===== src/rtl/mult_pkg.sv =====
// Shared widths and FSM encoding for the
// shift-and-add sequential multiplier.
package mult_pkg;

  localparam int WIDTH       = 32;
  localparam int PROD_WIDTH  = 64;
  localparam int COUNT_WIDTH = 6;

  typedef enum logic [1:0] {
    IDLE = 2'd0,
    BUSY = 2'd1,
    DONE = 2'd2
  } state_e;

endpackage


===== src/rtl/seq_multiplier_adder.sv =====
// Ripple-carry adder used for the
// multiplier accumulate step.
module adder
  import mult_pkg::*;
(
  input  logic [WIDTH-1:0] a,
  input  logic [WIDTH-1:0] b,
  input  logic             c_in,
  output logic [WIDTH-1:0] sum,
  output logic             c_out
);

  logic [WIDTH:0] c;

  assign c[0] = c_in;

  for (genvar i = 0; i < WIDTH; i++) begin : g_fa
    assign sum[i]   = a[i] ^ b[i] ^ c[i];
    assign c[i+1]   = (a[i] & b[i])
                    | (c[i] & (a[i] ^ b[i]));
  end

  assign c_out = c[WIDTH];

endmodule


===== src/rtl/seq_multiplier.sv =====
// 32x32 unsigned shift-and-add multiplier,
// one partial product per clock.
module seq_multiplier
  import mult_pkg::*;
(
  input  logic                  clk,
  input  logic                  rst,
  input  logic                  start,
  input  logic [WIDTH-1:0]      a,
  input  logic [WIDTH-1:0]      b,
  output logic                  busy,
  output logic                  done,
  output logic [PROD_WIDTH-1:0] product
);

  state_e                 state_q, state_d;
  logic [WIDTH-1:0]       mcand_q, mcand_d;
  logic [PROD_WIDTH-1:0]  prod_q, prod_d;
  logic [COUNT_WIDTH-1:0] cnt_q, cnt_d;

  logic [WIDTH-1:0] add_b;
  logic [WIDTH-1:0] add_sum;
  logic             add_co;

  assign add_b = prod_q[0] ? mcand_q : '0;

  adder u_adder (
    .a     (prod_q[PROD_WIDTH-1:WIDTH]),
    .b     (add_b),
    .c_in  (1'b0),
    .sum   (add_sum),
    .c_out (add_co)
  );

  always_comb begin
    state_d = state_q;
    mcand_d = mcand_q;
    prod_d  = prod_q;
    cnt_d   = cnt_q;
    unique case (state_q)
      IDLE: begin
        if (start) begin
          mcand_d = a;
          prod_d  = {{WIDTH{1'b0}}, b};
          cnt_d   = '0;
          state_d = BUSY;
        end
      end
      BUSY: begin
        // carry-out lands in the top bit each step
        prod_d = {add_co, add_sum,
                  prod_q[WIDTH-1:1]};
        cnt_d  = cnt_q + 1'b1;
        if (cnt_q == COUNT_WIDTH'(WIDTH - 1))
          state_d = DONE;
      end
      DONE: state_d = IDLE;
      default: state_d = IDLE;
    endcase
  end

  always_ff @(posedge clk) begin
    if (rst) begin
      state_q <= IDLE;
      mcand_q <= '0;
      prod_q  <= '0;
      cnt_q   <= '0;
    end else begin
      state_q <= state_d;
      mcand_q <= mcand_d;
      prod_q  <= prod_d;
      cnt_q   <= cnt_d;
    end
  end

  assign busy    = (state_q == BUSY);
  assign done    = (state_q == DONE);
  assign product = prod_q;

endmodule


===== config.mk =====
export PLATFORM = sky130hd
export DESIGN_NAME = seq_multiplier
export DESIGN_NICKNAME = d
export VERILOG_FILES = /design/src/rtl/mult_pkg.sv /design/src/rtl/seq_multiplier_adder.sv /design/src/rtl/seq_multiplier.sv
export SDC_FILE = /design/constraint.sdc
export NUM_CORES = 1
export LEC_CHECK = 0
export CAP_MARGIN = 20
export CELL_PAD_IN_SITES_DETAIL_PLACEMENT = 1
export CELL_PAD_IN_SITES_GLOBAL_PLACEMENT = 2
export CORE_UTILIZATION = 30
export DETAILED_ROUTE_END_ITERATION = 10
export GPL_TIMING_DRIVEN = 0
export PLACE_DENSITY = 0.83
export SETUP_SLACK_MARGIN = 0.02
export SLEW_MARGIN = 20
export SYNTH_ARGS = -nofsm -noshare
export SYNTH_HDL_FRONTEND = slang
export SYNTH_SLANG_ARGS = --single-unit

===== constraint.sdc =====
create_clock -name clk -period 22.2 [get_ports clk]
set_clock_uncertainty 0.2 [all_clocks]
set_input_delay 3.33 -clock clk [delete_from_list [all_inputs] [get_ports clk]]
set_output_delay 3.33 -clock clk [all_outputs]
set_load 0.005 [all_outputs]

# [After elaboration in Yosys (flattened, before gate mapping)]
# Index checks and enable logic that the tools add are counted.
[classes] bitwise_logic=157 n_eq_ne=5 addsub=1 reduce_logical=5 mux=8
[ops] cell="64-bit one-hot mux with 2 select lines" n=1
[ops] cell="64-bit 2-to-1 mux" n=1
[ops] cell="1-bit bitwise AND" n=63
[ops] cell="1-bit bitwise XOR" n=63
[ops] cell="32-bit 2-to-1 mux" n=1
[ops] cell="1-bit OR" n=31
[ops] cell="6-bit one-hot mux with 2 select lines" n=1
[ops] cell="6-bit by 1-bit adder with 6-bit output (second input constant)" n=1
[ops] cell="6-bit by 5-bit == test with 1-bit output (second input constant)" n=1
[ops] cell="6-bit 2-to-1 mux" n=1
[ops] cell="2-bit AND reduction" n=3
[ops] cell="2-bit 2-to-1 mux" n=2
[ops] cell="2-bit one-hot mux with 2 select lines" n=1
[ops] cell="2-bit by 1-bit == test with 1-bit output (second input constant)" n=1
[ops] cell="2-bit == test (second input constant)" n=1
[ops] cell="2-bit zero test" n=1
[ops] cell="2-bit by 1-bit inequality test with 1-bit output (second input constant)" n=1
[ops] cell="2-bit inequality test (second input constant)" n=1
[ops] cell="2-bit nonzero test" n=1
[word_totals] ff_bits=104 wordCells=180 inputBits=67 output_inout_bits=66

# [Longest topological paths before layout]
[logic_depth] depth_word=65 depth_mapped=40 depth_no_buf=39

# [Hierarchy]
# Synthesis repeated with hierarchy kept, for this count alone.
[unflattened] cells_unflattened=503 area_unflattened_um2=4590.7
[modules_own_cells] module="seq_multiplier" cells_each=461 area_per_inst_um2=3912.5 seq_area_each_um2=2082.0 n_inst=1
[modules_own_cells] module="adder" cells_each=42 area_per_inst_um2=678.2 seq_area_each_um2=0.0 n_inst=1

# [Worst setup path after synthesis]
# Ideal clock, no wire load.
[synth_timing] kind="register to register" startpoint="register prod_q[0], in the netlist product[0]" endpoint="register prod_q[62], in the netlist product[62]" arrival_time_ns=12.390 path_slack_ns=9.493 stages_incl_launch_ff=41 period_less_slack_ns=12.707 cell_sequence="dfxtp_1 clkbuf_1 and2_1 ha_1 inv_1 fa_1 fa_1 fa_1 fa_1 fa_1 fa_1 fa_1 fa_1 fa_1 fa_1 fa_1 fa_1 fa_1 [5 not listed] fa_1 fa_1 fa_1 fa_1 fa_1 fa_1 fa_1 inv_1 fa_1 inv_1 fa_1 inv_1 fa_1 fa_1 fa_1 inv_1 fa_1 o2bb2ai_1"
[synth_via] elab_chain_len=64 word_cells_on_any_way=125 classes_between="mux: 2; bitwise: 123"
[synth_lines] element="start, declared" line_no="seq_multiplier.sv:18" rtl="logic [PROD_WIDTH-1:0] prod_q, prod_d;"
[synth_lines] element="start signal, assigned" line_no="seq_multiplier.sv:71" rtl="prod_q <= prod_d;"
[synth_lines] element="32-bit 2-to-1 mux (*)" line_no="seq_multiplier.sv:25" rtl="assign add_b = prod_q[0] ? mcand_q : '0;"
[synth_lines] element="1-bit bitwise AND / 1-bit bitwise XOR (equally long branches)" line_no="seq_multiplier_adder.sv:19, seq_multiplier_adder.sv:20"
[synth_lines] element="1-bit bitwise AND" line_no="seq_multiplier_adder.sv:20" rtl="| (c[i] & (a[i] ^ b[i]));"
[synth_lines] element="1-bit OR" line_no="seq_multiplier_adder.sv:20"
[synth_lines] element="1-bit bitwise AND" line_no="seq_multiplier_adder.sv:20"
[synth_lines] element="1-bit OR" line_no="seq_multiplier_adder.sv:20"
[synth_lines] element="1-bit bitwise AND" line_no="seq_multiplier_adder.sv:20"
[synth_lines] element="1-bit OR" line_no="seq_multiplier_adder.sv:20"
[synth_lines] element="[48 not listed]"
[synth_lines] element="1-bit bitwise AND" line_no="seq_multiplier_adder.sv:20"
[synth_lines] element="1-bit OR" line_no="seq_multiplier_adder.sv:20"
[synth_lines] element="1-bit bitwise AND" line_no="seq_multiplier_adder.sv:20"
[synth_lines] element="1-bit OR" line_no="seq_multiplier_adder.sv:20"
[synth_lines] element="1-bit bitwise AND" line_no="seq_multiplier_adder.sv:20"
[synth_lines] element="1-bit OR" line_no="seq_multiplier_adder.sv:20"
[synth_lines] element="1-bit bitwise XOR (*)" line_no="seq_multiplier_adder.sv:18" rtl="assign sum[i] = a[i] ^ b[i] ^ c[i];"
[synth_lines] element="64-bit one-hot mux with 2 select lines (*)" line_no="seq_multiplier.sv:40" rtl="unique case (state_q)"
# Every way passes the cells marked *; elsewhere a longest branch is shown, timed or not.
# A chain may end at the register's enable or synchronous reset.

# [Final worst setup path]
# Same ends and word-level chain as after synthesis.

==> flow_summary_export.csv <==
group,metric,value,unit
synthesis,synth_nets,640,
synthesis,synth_ff_type,"dfxtp_1",
cells_and_area,fin_area,6580,um2
power,p_int,318,uW
power,seqPwrFrac,0.478,
synthesis,yosysSeqAreaShare,0.440,
flow_run,drv_cap,0,
synthesis,yosys.cell_count.top_type,"dfxtp_1",
synthesis,synth_top_area_cell,"dfxtp_1",
power,swShare,0.268,
detailed_routing,wl_met3,670,um
setup_path,slowest_delay,0.49,ns
clocking,clkLatencyLatePin,0.35,ns
timing,worstMarginPinSlew,1.06,ns
setup_path,crit_buf_inv,6,
clocking,hold_buffers,0,
cells_and_area,regArea,2080,um2
setup_path,cp_top_family,"adder cells",
power,p_leak,2.25,nW
floorplanning,core-area,15300,um2
cells_and_area,fin_nets,782,
run_status,status,"completed",
detailed_routing,wl_per_cell,15.6,um
detailed_routing,drt_wl_total,14000,um
setup_path,cp.arrival,13.57,ns
setup_path,startpoint_type,"flip-flop",
detailed_routing,ant_nets,0,
power,peakVddDrop,0.0000426,V
clocking,cts.sinks,104,
floorplanning,die_h,128,um
setup_path,cp.required,22.24,ns
global_route,grt_first_pass_wirelength,23000,um
timing,final-hold-violation-count,0,
synthesis,ys_top_cells_by_count,"dfxtp_1 (104), nand2_1 (93), nor2_1 (78), a21oi_1 (43), inv_1 (33)",
synthesis,postSynthAreaPerCell,8.76,um2
clocking,root_buffer,"clkbuf_16",
synthesis,synth_cells,540,
detailed_routing,route.met2.wl,6660,um
setup_path,slowest_stage,"fa_1",
cells_and_area,layout.cells.non_filler,897,
detailed_routing,vias,4257,
floorplanning,initial_utilization,0.309,
setup_path,crit_top_cell,"fa_1",
placement,dp_cells,882,
clocking,cts_setup_buffers,0,
timing,rsz0062_at_grt,"no",
timing,setup_viol,0,
floorplanning,fp.dieW,128,um
global_route,antenna_found_initial,0,
global_route,first_global_vias,4601,
synthesis,syn_area,4730,um2
setup_path,setup.worst_path.class,"reg -> reg",
global_route,grt_max_degree,16,
detailed_routing,vias_per_cell,4.75,
clocking,cts_inserted_buffers,9,
clocking,post_cts_resized,0,
timing,maxSlewViolCount,0,
cells_and_area,n_fill_cell,1802,
clocking,cts_tree,"built",
cells_and_area,synthToLayoutAreaGrowth,39.1,%
floorplanning,dieArea,16300,um2
global_route,grt_use_total,0.180,
floorplanning,ios,133,
global_route,overflow,0,
synthesis,async_reset_ff_frac,0,
power,pwr-share-comb,0.175,
detailed_routing,drc_errors,0,
floorplanning,rows,45,
synthesis,synth_cell_types,34,
placement,place_area,6300,um2
detailed_routing,first_iter_violations,130,
detailed_routing,dr.max_layer_used,"met4",
worst_hold_path,hold_path.class,"reg -> reg",
clocking,clkTransAtPathRegs,0.07,ns
timing,post-route-period-util,0.609,
setup_path,path_max_fanout,10,
synthesis,netlist.area_leader.share,0.440,
setup_path,endpoint_kind,"flip-flop",
power,power_density,66.0,nW/um2
power,p_clk_frac,0.347,
cells_and_area,multiInputGateArea,2340,um2
placement,dp_hpwl,10700,um
timing,fmax,73.9,MHz
detailed_routing,drt-met1-wl,6510,um
timing,slew_headroom,0.293,
cells_and_area,diodes,0,
cells_and_area,drive_above_1_share,0.0656,
power,power.switching,116,uW
synthesis,ys_warn_count,0,
detailed_routing,drtPass1Iterations,4,
synthesis,ys_top_cells_by_area,"dfxtp_1 (44%), fa_1 (13%), nand2_1 (7.4%)",
timing,min_period,13.52,ns
placement,gp_congestion,0.754,
cells_and_area,finish.utilization,0.429,
timing,final.setup.tns,0,ns
synthesis,yosys_register_bits,104,
clocking,cts_max_level,3,
placement,io_buffers,131,
synthesis,synth-edff-count,0,
clocking,clockBufferDepth,2,
## through the flow
step | setup slack [ns] | hold WS [ns] | power, mW
final | 8.68 | 0.256 | 0.434
after global routing | 8.14 | 0.276 | 0.454
after global placement | 8.69 | 0.241 | 0.286
after floorplan | 9.49 | 0.232 | 0.246
after CTS | 8.56 | 0.262 | 0.439
after detailed placement | 8.64 | 0.253 | 0.289
## power groups by stage
stage | Clock [mW] | Combinational, mW | Sequential (mW)
6_report | 0.151 | 0.0759 | 0.208
4_1_cts | 0.154 | 0.0774 | 0.208
3_5_place_dp | 0 | 0.0768 | 0.212
3_3_place_gp | 0 | 0.0748 | 0.211
2_1_floorplan | 0 | 0.0364 | 0.210
5_1_grt | 0.160 | 0.0843 | 0.209
## path summary, 6_finish.rpt
| check | startpoint | end | slack (ns) | depth (start not counted) |
|---|---|---|---|---|
| setup reg to reg | product[0] | product[62] | 8.68 | 40 |
| setup / recovery | product[0] | product[62] | 8.68 | 40 |
| hold / removal | mcand_q[26] | mcand_q[26] | 0.26 | 2 |
| hold reg to reg | mcand_q[26] | mcand_q[26] | 0.26 | 2 |
## layer usage
layer | vias up | GRT usage
li1 | 2079 | -
met1 | 2052 | 0.230
met2 | 115 | 0.309
met3 | 11 | 0.0335
met4 | 0 | 0.0483
met5 | - | 0
## cells by family (layout without fill, tap and decap cells)
group	Yosys count	after routing	share of synthesized area
simple gates	244	244	0.237
flops	104	104	0.440
compound gates	84	84	0.120
buf+inv	74	220	0.0646
fa+ha+maj	33	33	0.137
xor+xnor	1	1	0.00185
## area by class of cell
class / count / share of cell area
Buffer: 41 / 0.0276
Clock inverter: 4 / 0.00304
Sequential cell: 104 / 0.317
Clock buffer: 11 / 0.0384
Inverter: 33 / 0.0188
Timing Repair Buffer: 131 / 0.199
Tap cell: 211 / 0.0401
Multi-Input combinational cell: 362 / 0.356
## worst register-to-register path, delay by kind of cell, from the launching register on
family / cells / cell delay [ns]
flip-flops: 1 / 0.46
adder cells (fa/ha/maj): 32 / 11.69
buffers and inverters: 6 / 0.79
AND/OR/NAND/NOR: 1 / 0.21
AO/OA/AOI/OAI: 1 / 0.06
## sequential cells by signal, summed over array words and instances (netlist names)
name and count:
product 64, mcand_q 32, state_q 2, cnt_q 6
## layout by cell type (no fill, tap or decap), types with 2 or more instances in the layout
cell / synthesis / final
or3b_2: 10 / 10
a21oi_1: 43 / 43
nor3_1: 12 / 12
ha_1: 2 / 2
buf_2: 16 / 16
or3b_1: 2 / 2
o32ai_1: 25 / 25
clkbuf_1: 24 / 24
nor2_1: 78 / 78
fa_1: 31 / 31
a22o_1: 6 / 6
dfxtp_1: 104 / 104
o2bb2ai_1: 3 / 3
nand3b_1: 2 / 2
o22ai_1: 2 / 2
and2_1: 5 / 5
nand2b_1: 12 / 12
nor4_1: 22 / 22
clkbuf_16: 0 / 9
nand2_1: 93 / 93
nand3_1: 2 / 2
clkbuf_8: 0 / 2
inv_1: 33 / 33
clkdlybuf4s50_1: 0 / 131
clkinv_2: 0 / 4
No activity file was read; power rests on OpenSTA's default activity.
